**config.mk**
```make
export PLATFORM = sky130hd
export DESIGN_NAME = braun_mac_accumulator
export DESIGN_NICKNAME = d
export VERILOG_FILES = /design/src/rtl/braun_mac_accumulator.sv
export SDC_FILE = /design/constraint.sdc
export NUM_CORES = 1
export LEC_CHECK = 0
export ABC_AREA = 0
export BUFFER_PORTS_ARGS = -buffer_cell sky130_fd_sc_hd__buf_4
export CORE_MARGIN = 2
export CORE_UTILIZATION = 50
export CTS_CLUSTER_DIAMETER = 50
export CTS_CLUSTER_SIZE = 12
export DETAILED_ROUTE_END_ITERATION = 7
export GPL_ROUTABILITY_DRIVEN = 0
export HOLD_SLACK_MARGIN = 0.05
export PLACE_DENSITY = 0.74
export RECOVER_POWER = 100
export SYNTH_ARGS = -nofsm -noshare
export SYNTH_HDL_FRONTEND = slang
export SYNTH_SLANG_ARGS = --single-unit
```
**constraint.sdc**
```tcl
create_clock -name clk -period 3 [get_ports clk]
set_clock_uncertainty 0.1 [all_clocks]
set_input_delay 0.3 -clock clk [delete_from_list [all_inputs] [get_ports clk]]
set_output_delay 0.3 -clock clk [all_outputs]
set_load 0.005 [all_outputs]
```
**src/rtl/braun_mac_accumulator.sv**
```systemverilog
// ============================================================================
// Module      : braun_mac_accumulator
// Description : Valid/ready MAC accumulator that sums a run-time count of
//               multiplier products and presents the result on a handshake.
//               Define MAC_SATURATE_EN to saturate on carry instead of wrapping.
// Revision    : 1.0 - initial release
// ============================================================================
`default_nettype none

module braun_mac_accumulator #(
  parameter int PROD_W = 8,
  parameter int ACC_W  = 16,
  parameter int CNT_W  = 4
) (
  input  logic              clk,
  input  logic              rst,
  input  logic              start_i,
  input  logic [CNT_W-1:0]  len_i,
  input  logic [PROD_W-1:0] p_i,
  input  logic              p_valid_i,
  output logic              p_ready_o,
  output logic [ACC_W-1:0]  acc_o,
  output logic              acc_valid_o,
  input  logic              acc_ready_i,
  output logic              busy_o,
  output logic              ovf_o
);

  typedef enum logic [1:0] {
    ST_IDLE  = 2'd0,
    ST_ACCUM = 2'd1,
    ST_DONE  = 2'd2
  } state_e;

  state_e             state_q, state_d;
  logic [ACC_W-1:0]   acc_q, acc_d;
  logic [CNT_W-1:0]   cnt_q, cnt_d;
  logic               ovf_q, ovf_d;
  logic [ACC_W:0]     w_sum;

  // Bit ACC_W of the widened sum is the carry out of the accumulator.
  assign w_sum = {1'b0, acc_q} + {{(ACC_W + 1 - PROD_W){1'b0}}, p_i};

  always_ff @(posedge clk or posedge rst) begin
    if (rst) begin
      state_q <= ST_IDLE;
      acc_q   <= '0;
      cnt_q   <= '0;
      ovf_q   <= 1'b0;
    end else begin
      state_q <= state_d;
      acc_q   <= acc_d;
      cnt_q   <= cnt_d;
      ovf_q   <= ovf_d;
    end
  end

  always_comb begin
    state_d     = state_q;
    acc_d       = acc_q;
    cnt_d       = cnt_q;
    ovf_d       = ovf_q;
    p_ready_o   = 1'b0;
    acc_valid_o = 1'b0;
    busy_o      = 1'b1;
    unique case (state_q)
      ST_IDLE: begin
        busy_o = 1'b0;
        if (start_i) begin
          acc_d   = '0;
          ovf_d   = 1'b0;
          cnt_d   = (len_i == '0) ? CNT_W'(1) : len_i;
          state_d = ST_ACCUM;
        end
      end
      ST_ACCUM: begin
        p_ready_o = 1'b1;
        if (p_valid_i) begin
          if (w_sum[ACC_W]) begin
            ovf_d = 1'b1;
`ifdef MAC_SATURATE_EN
            acc_d = '1;
`else
            acc_d = w_sum[ACC_W-1:0];
`endif
          end else begin
            acc_d = w_sum[ACC_W-1:0];
          end
          cnt_d = cnt_q - CNT_W'(1);
          if (cnt_q == CNT_W'(1)) begin
            state_d = ST_DONE;
          end
        end
      end
      ST_DONE: begin
        acc_valid_o = 1'b1;
        if (acc_ready_i) begin
          state_d = ST_IDLE;
        end
      end
      default: begin
        state_d = ST_IDLE;
      end
    endcase
  end

  assign acc_o = acc_q;
  assign ovf_o = ovf_q;

endmodule

`default_nettype wire

```
==> run metrics, run 1 <==
die area=3484 um^2; fin cells=238; Min Hold Slack=56.35 ps; fin area=1834 um^2; layout cell share with drive strength beyond 1=22.22%; Syn Area/Cell=8.906 um^2; FF/Latch Area=575.6 um^2; routed vias=1392; GR Util All Layers=21.88%; TNS Setup=0 ps; crit path time final=2468 ps; Max clock buf depth=2; Final setup viols=0; die width=59.03 um; Clock transition at path regs=130 ps; crit start category=flip-flop; dpl cell area=1808 um^2; post-synth top area share=38.02%; largest family of logic cells by synthesized area=simple AND/OR/NAND/NOR gates; global route overflow=0; final hold vios=0; post-synthesis xor/xnor area fraction=3.471%; multi-input logic area=882.1 um^2; vias in the first global route=1360; Routed WL=3.405 mm; post-route ant nets=0; multiplexer area fraction after synthesis=1.405%; Placed Cells=234; R2R Path Start=acc_o[0]; chip height=59.03 um; Post-Synth Adder-Cell Area=9.587%; HP Class=in -> async; CTS Hold Bufs=0; post-synthesis sequential area ratio=38.02%; post-CTS setup buffer count=0; worst slew pin tran=1045 ps; yosys warns=0; Avg WL per Cell=14.31 um; max_cap viols=0; Setup WS post-layout=532.5 ps; Placeable Area=2805 um^2; Seq cells post-synth=23; vias per std cell=5.849; first-iteration detailed-routing DRC count=56; CTS buffer count=3; compound-gate portion of the synthesized area=20.58%; final net count=236; fillers=257; Pwr per Cell Area=795.5 nW/um^2; Most used DFF post-synth=dfrtp_1; r2r endpoint=acc_o[14]; WP data required=3140 ps; CTS root buf=clkbuf_4; PortBufs=36; status=complete, no violations; Peak VDD IR=0.4567 mV; flop2flop setup slack=530 ps; Setup crit end kind=flip-flop; leakage=0.8645 nW; H-tree Lvls=1; insertion delay to the later sink of the worst-skew pair=310 ps; crit path max fanout=8; Post-Synth Simple-Gate Area=23.22%; starting density of the core=53.97%; largest net degree at the start of global routing=24; # DRC=0; cells on worst reg2reg path=8; Netlist Area Pre-Place=1514 um^2; post-synth top area cell=dfrtp_1; Pins Over Slew Limit=0; Post-synth EDFFs=0; initial antenna violation count=0; Cells after Synth=170; Tcrit/Tclk final=82.25%; RSZ-0062 raised after global routing=no; Worst slew margin=30.09%; Yosys cell types=46; Synth area leaders=dfrtp_1, ha_1, o21ai_0; clock tree from TritonCTS=done; n_diodes=0; f_max=405.3 MHz; CTS Sinks=23; DRT Pass-1 Iters=4; first-pass GRT wire length=5.885 mm; post_cts resized=0; Post-synth ARST share=100.0%; critical path data arrival time=2610 ps; Place WS=584.7 ps; Area Overhead vs Synth=21.16%; dpl hpwl=2.591 mm; Top Ports=37; CP Class=reg -> reg; Syn Nets=198; site row count=19
cells in the final DEF, fill, tap and decap left out, types with 7 or more instances in the layout:
cell	Yosys	final
nand3_1	7	7
clkbuf_4	0	24
nor2_1	11	11
a21oi_1	15	15
nand2_1	14	14
ha_1	10	10
dfrtp_1	23	23
buf_4	0	16
o21ai_0	16	16
inv_1	9	9
sequential cells by signal, indices dropped and copies added, names as in the netlist:
name and flops:
acc_o 16, state_q 2, cnt_q 4, ovf_o 1
cell type report:
| cell class | instances | area share [%] |
|---|---|---|
| clock buffers | 4 | 1.432 |
| inverters | 9 | 1.842 |
| multi-input cells | 134 | 48.09 |
| flip-flops and latches | 23 | 31.38 |
| well taps | 31 | 2.115 |
| repair buffers | 37 | 15.14 |
synthesized netlist by cell type, types with 2 or more instances:
master	number
nor4_1	2
xor2_1	5
or3_1	2
o31ai_1	3
dfrtp_1	23
nor3_1	4
or4_1	2
clkbuf_1	3
nand2b_1	4
and3_1	2
nand4_1	5
nor2b_1	2
inv_1	9
or3b_1	2
nor2_1	11
a21oi_1	15
nand3_1	7
a32o_1	2
ha_1	10
or2b_1	2
nand2_1	14
o21ai_0	16
or2_2	2
critical path, stage by stage, from the launching register on:
cell and delay, ps:
dfrtp_1 390, ha_1 210, inv_1 70, fa_1 390, nand2b_1 200, a21oi_1 250
o21ai_2 170, or4_1 420, a21oi_1 200
how the worst max path moves through the flow:
stage                      endpoint  cells past startpoint      from  slack, ps
after global placement    acc_o[14]                      9    p_i[0]        760
after CTS                 acc_o[14]                      8  acc_o[0]        550
final                     acc_o[14]                      8  acc_o[0]        530
after global routing      acc_o[14]                      8  acc_o[0]        400
after detailed placement  acc_o[14]                      9    p_i[0]        580
after floorplan           acc_o[14]                      8  acc_o[0]        850
cells by family (layout without fill, tap and decap cells):
kind of cell	Yosys count	in the layout
DFF	23	23
AOI/OAI and AO/OA	50	50
buffers and inverters	13	50
xor gates and xnor gates	6	6
muxes	2	2
and+or+nand+nor	65	65
adders and majority gates	11	11
per-layer routing:
| layer | share of wire (%) | GRT usage (%) | up-vias |
|---|---|---|---|
| met5 | 0 | 0 | - |
| met4 | 2.2 | 8.442 | 0 |
| met3 | 4.8 | 2.402 | 9 |
| met2 | 46 | 36.03 | 39 |
| met1 | 47 | 29.57 | 649 |
| li1 | - | - | 695 |
power by group:
group          internal (mW)  total [mW]  switching (mW)
registers              0.408       0.505          0.0977
logic                  0.366       0.804           0.439
clock network         0.0520       0.150          0.0977
per-stage QoR:
stage | utilization, % | power, mW
global route | 65.39 | 1.601
finish | 65.39 | 1.459
floorplan | - | 1.061
CTS | 65.39 | 1.476
global placement | 64.45 | 1.302
detailed placement | 64.45 | 1.324
(Power assumes the default switching activity.)
==> run 2: changes to the inputs <==
- CORE_UTILIZATION: 50 -> 48
- PLACE_DENSITY: 0.74 -> 0.75
- clock period: 3 -> 2.2 ns (I/O delays scaled with it)
==> run 2 against run 1 <==
Compared with the run above: flip-flop and latch count is the same; die area grew 3.9%; sequential share of layout area decreased by 2.2 points; largest cell class unchanged; via count increased by 5.7%; global-route usage rose by 0.73 points; cell count up 11%; clock power increased by 39%; register-to-register slack worse by 490 ps; largest power group unchanged; critical endpoint unchanged; worst setup slack worse by 490 ps.
==> run metrics, run 2 (synthesized netlist as in run 1, its figures left out) <==
status=complete, no violations; Worst slew margin=18.88%; insertion delay to the later sink of the worst-skew pair=330 ps; WP data required=2370 ps; Max clock buf depth=2; max_cap viols=0; vias in the first global route=1441; post-layout util=65.17%; starting density of the core=50.00%; most frequent cells in the layout=buf_4, dfrtp_1, o21ai_0; Avg WL per Cell=14.33 um; f_max=464.4 MHz; CP Class=reg -> reg; Pwr per Cell Area=1088 nW/um^2; fin area=1973 um^2; final net count=248; crit path max fanout=6; Placed Cells=257; CTS Sinks=23; Place WS=-45.80 ps; Setup WS post-layout=46.67 ps; Placeable Area=3028 um^2; Min Hold Slack=74.61 ps; RSZ-0062 raised after global routing=yes; overall power=2.146 mW; site row count=20; Area Overhead vs Synth=30.33%; first-iteration detailed-routing DRC count=36; vias per std cell=5.593; final hold vios=0; Final setup viols=0; initial antenna violation count=0; largest net degree at the start of global routing=24; chip height=60.16 um; dpl cell area=1899 um^2; post-route ant nets=0; CTS buffer count=3; fin cells=263; critical path data arrival time=2330 ps; GR Util All Layers=22.61%; worst slew pin tran=1217 ps; H-tree Lvls=1; Top Ports=37; n_diodes=0; GR Util met1=27.94%; TNS Setup=0 ps; Pins Over Slew Limit=0; CTS root buf=clkbuf_4; Tcrit/Tclk final=97.88%; crit start category=flip-flop; layout cell share with drive strength beyond 1=28.31%; crit path time final=2153 ps; GR Layer Usage met2=39.60%; die area=3619 um^2; leakage=0.9325 nW; Peak VDD IR=0.5427 mV; Clock transition at path regs=140 ps; PortBufs=36; first-pass GRT wire length=6.168 mm; gr busiest metal=met2; Routed WL=3.768 mm; commonest non-fill, non-tap cell in the layout=buf_4; # DRC=0; clock tree from TritonCTS=done; global route overflow=0; DRT Pass-1 Iters=4; number of flip-flops in the largest register=16; met3 Track Usage GR=3.030%; HP Class=in -> reg; dpl hpwl=2.835 mm; routed vias=1471; die width=60.16 um; Setup crit end kind=flip-flop
==> run 2: final timing paths <==
path / startpoint / endpoint / slack (ps) / cells after the start
max in group asynchronous: rst / acc_o[3] / 550 / 4
setup reg to reg: acc_o[0] / acc_o[14] / 50 / 8
hold / removal: acc_ready_i / state_q[1] / 70 / 3
setup / recovery: acc_o[0] / acc_o[14] / 50 / 8
min in group asynchronous: rst / state_q[0] / 720 / 4
hold reg to reg: ovf_o / ovf_o / 410 / 1
==> run 2: critical path: stages (launching register included) <==
cell and delay [ps]:
dfrtp_1 380, ha_2 180, inv_1 50, fa_1 390, nand2b_4 170, a21oi_4 160, o21ai_2 100, or4_1 430
a21oi_2 150
==> run 2: repair_timing <==
action / CTS / global route
endpoints found under the hold margin: 23 / 0
gates cloned: 0 / 0
pin swaps: 0 / 2
setup endpoints to repair: 1 / 5
resized for setup: 1 / 6
hold buffers: 1 / 0
setup buffers: 0 / 1
==> run 2: routing by layer <==
metal / wire, um / vias up
li1: - / 720
met1: 1589 / 697
met2: 1935 / 46
met3: 186 / 8
met4: 57 / 0
met5: 0 / -
==> run 2: cell type report <==
| type | count | area [um^2] |
|---|---|---|
| repair buffers | 49 | 366.6 |
| fillers | 265 | 1055 |
| clock inverters | 1 | 5.005 |
| clock buffers | 3 | 22.52 |
| flip-flops and latches | 23 | 575.6 |
| well taps | 44 | 55.05 |
| inverters | 9 | 33.78 |
| multi-input cells | 134 | 914.6 |
==> run 2: power by group <==
part | internal, mW | switching (mW)
combinational | 0.594 | 0.663
sequential | 0.556 | 0.126
clock | 0.0683 | 0.139
total | 1.22 | 0.928
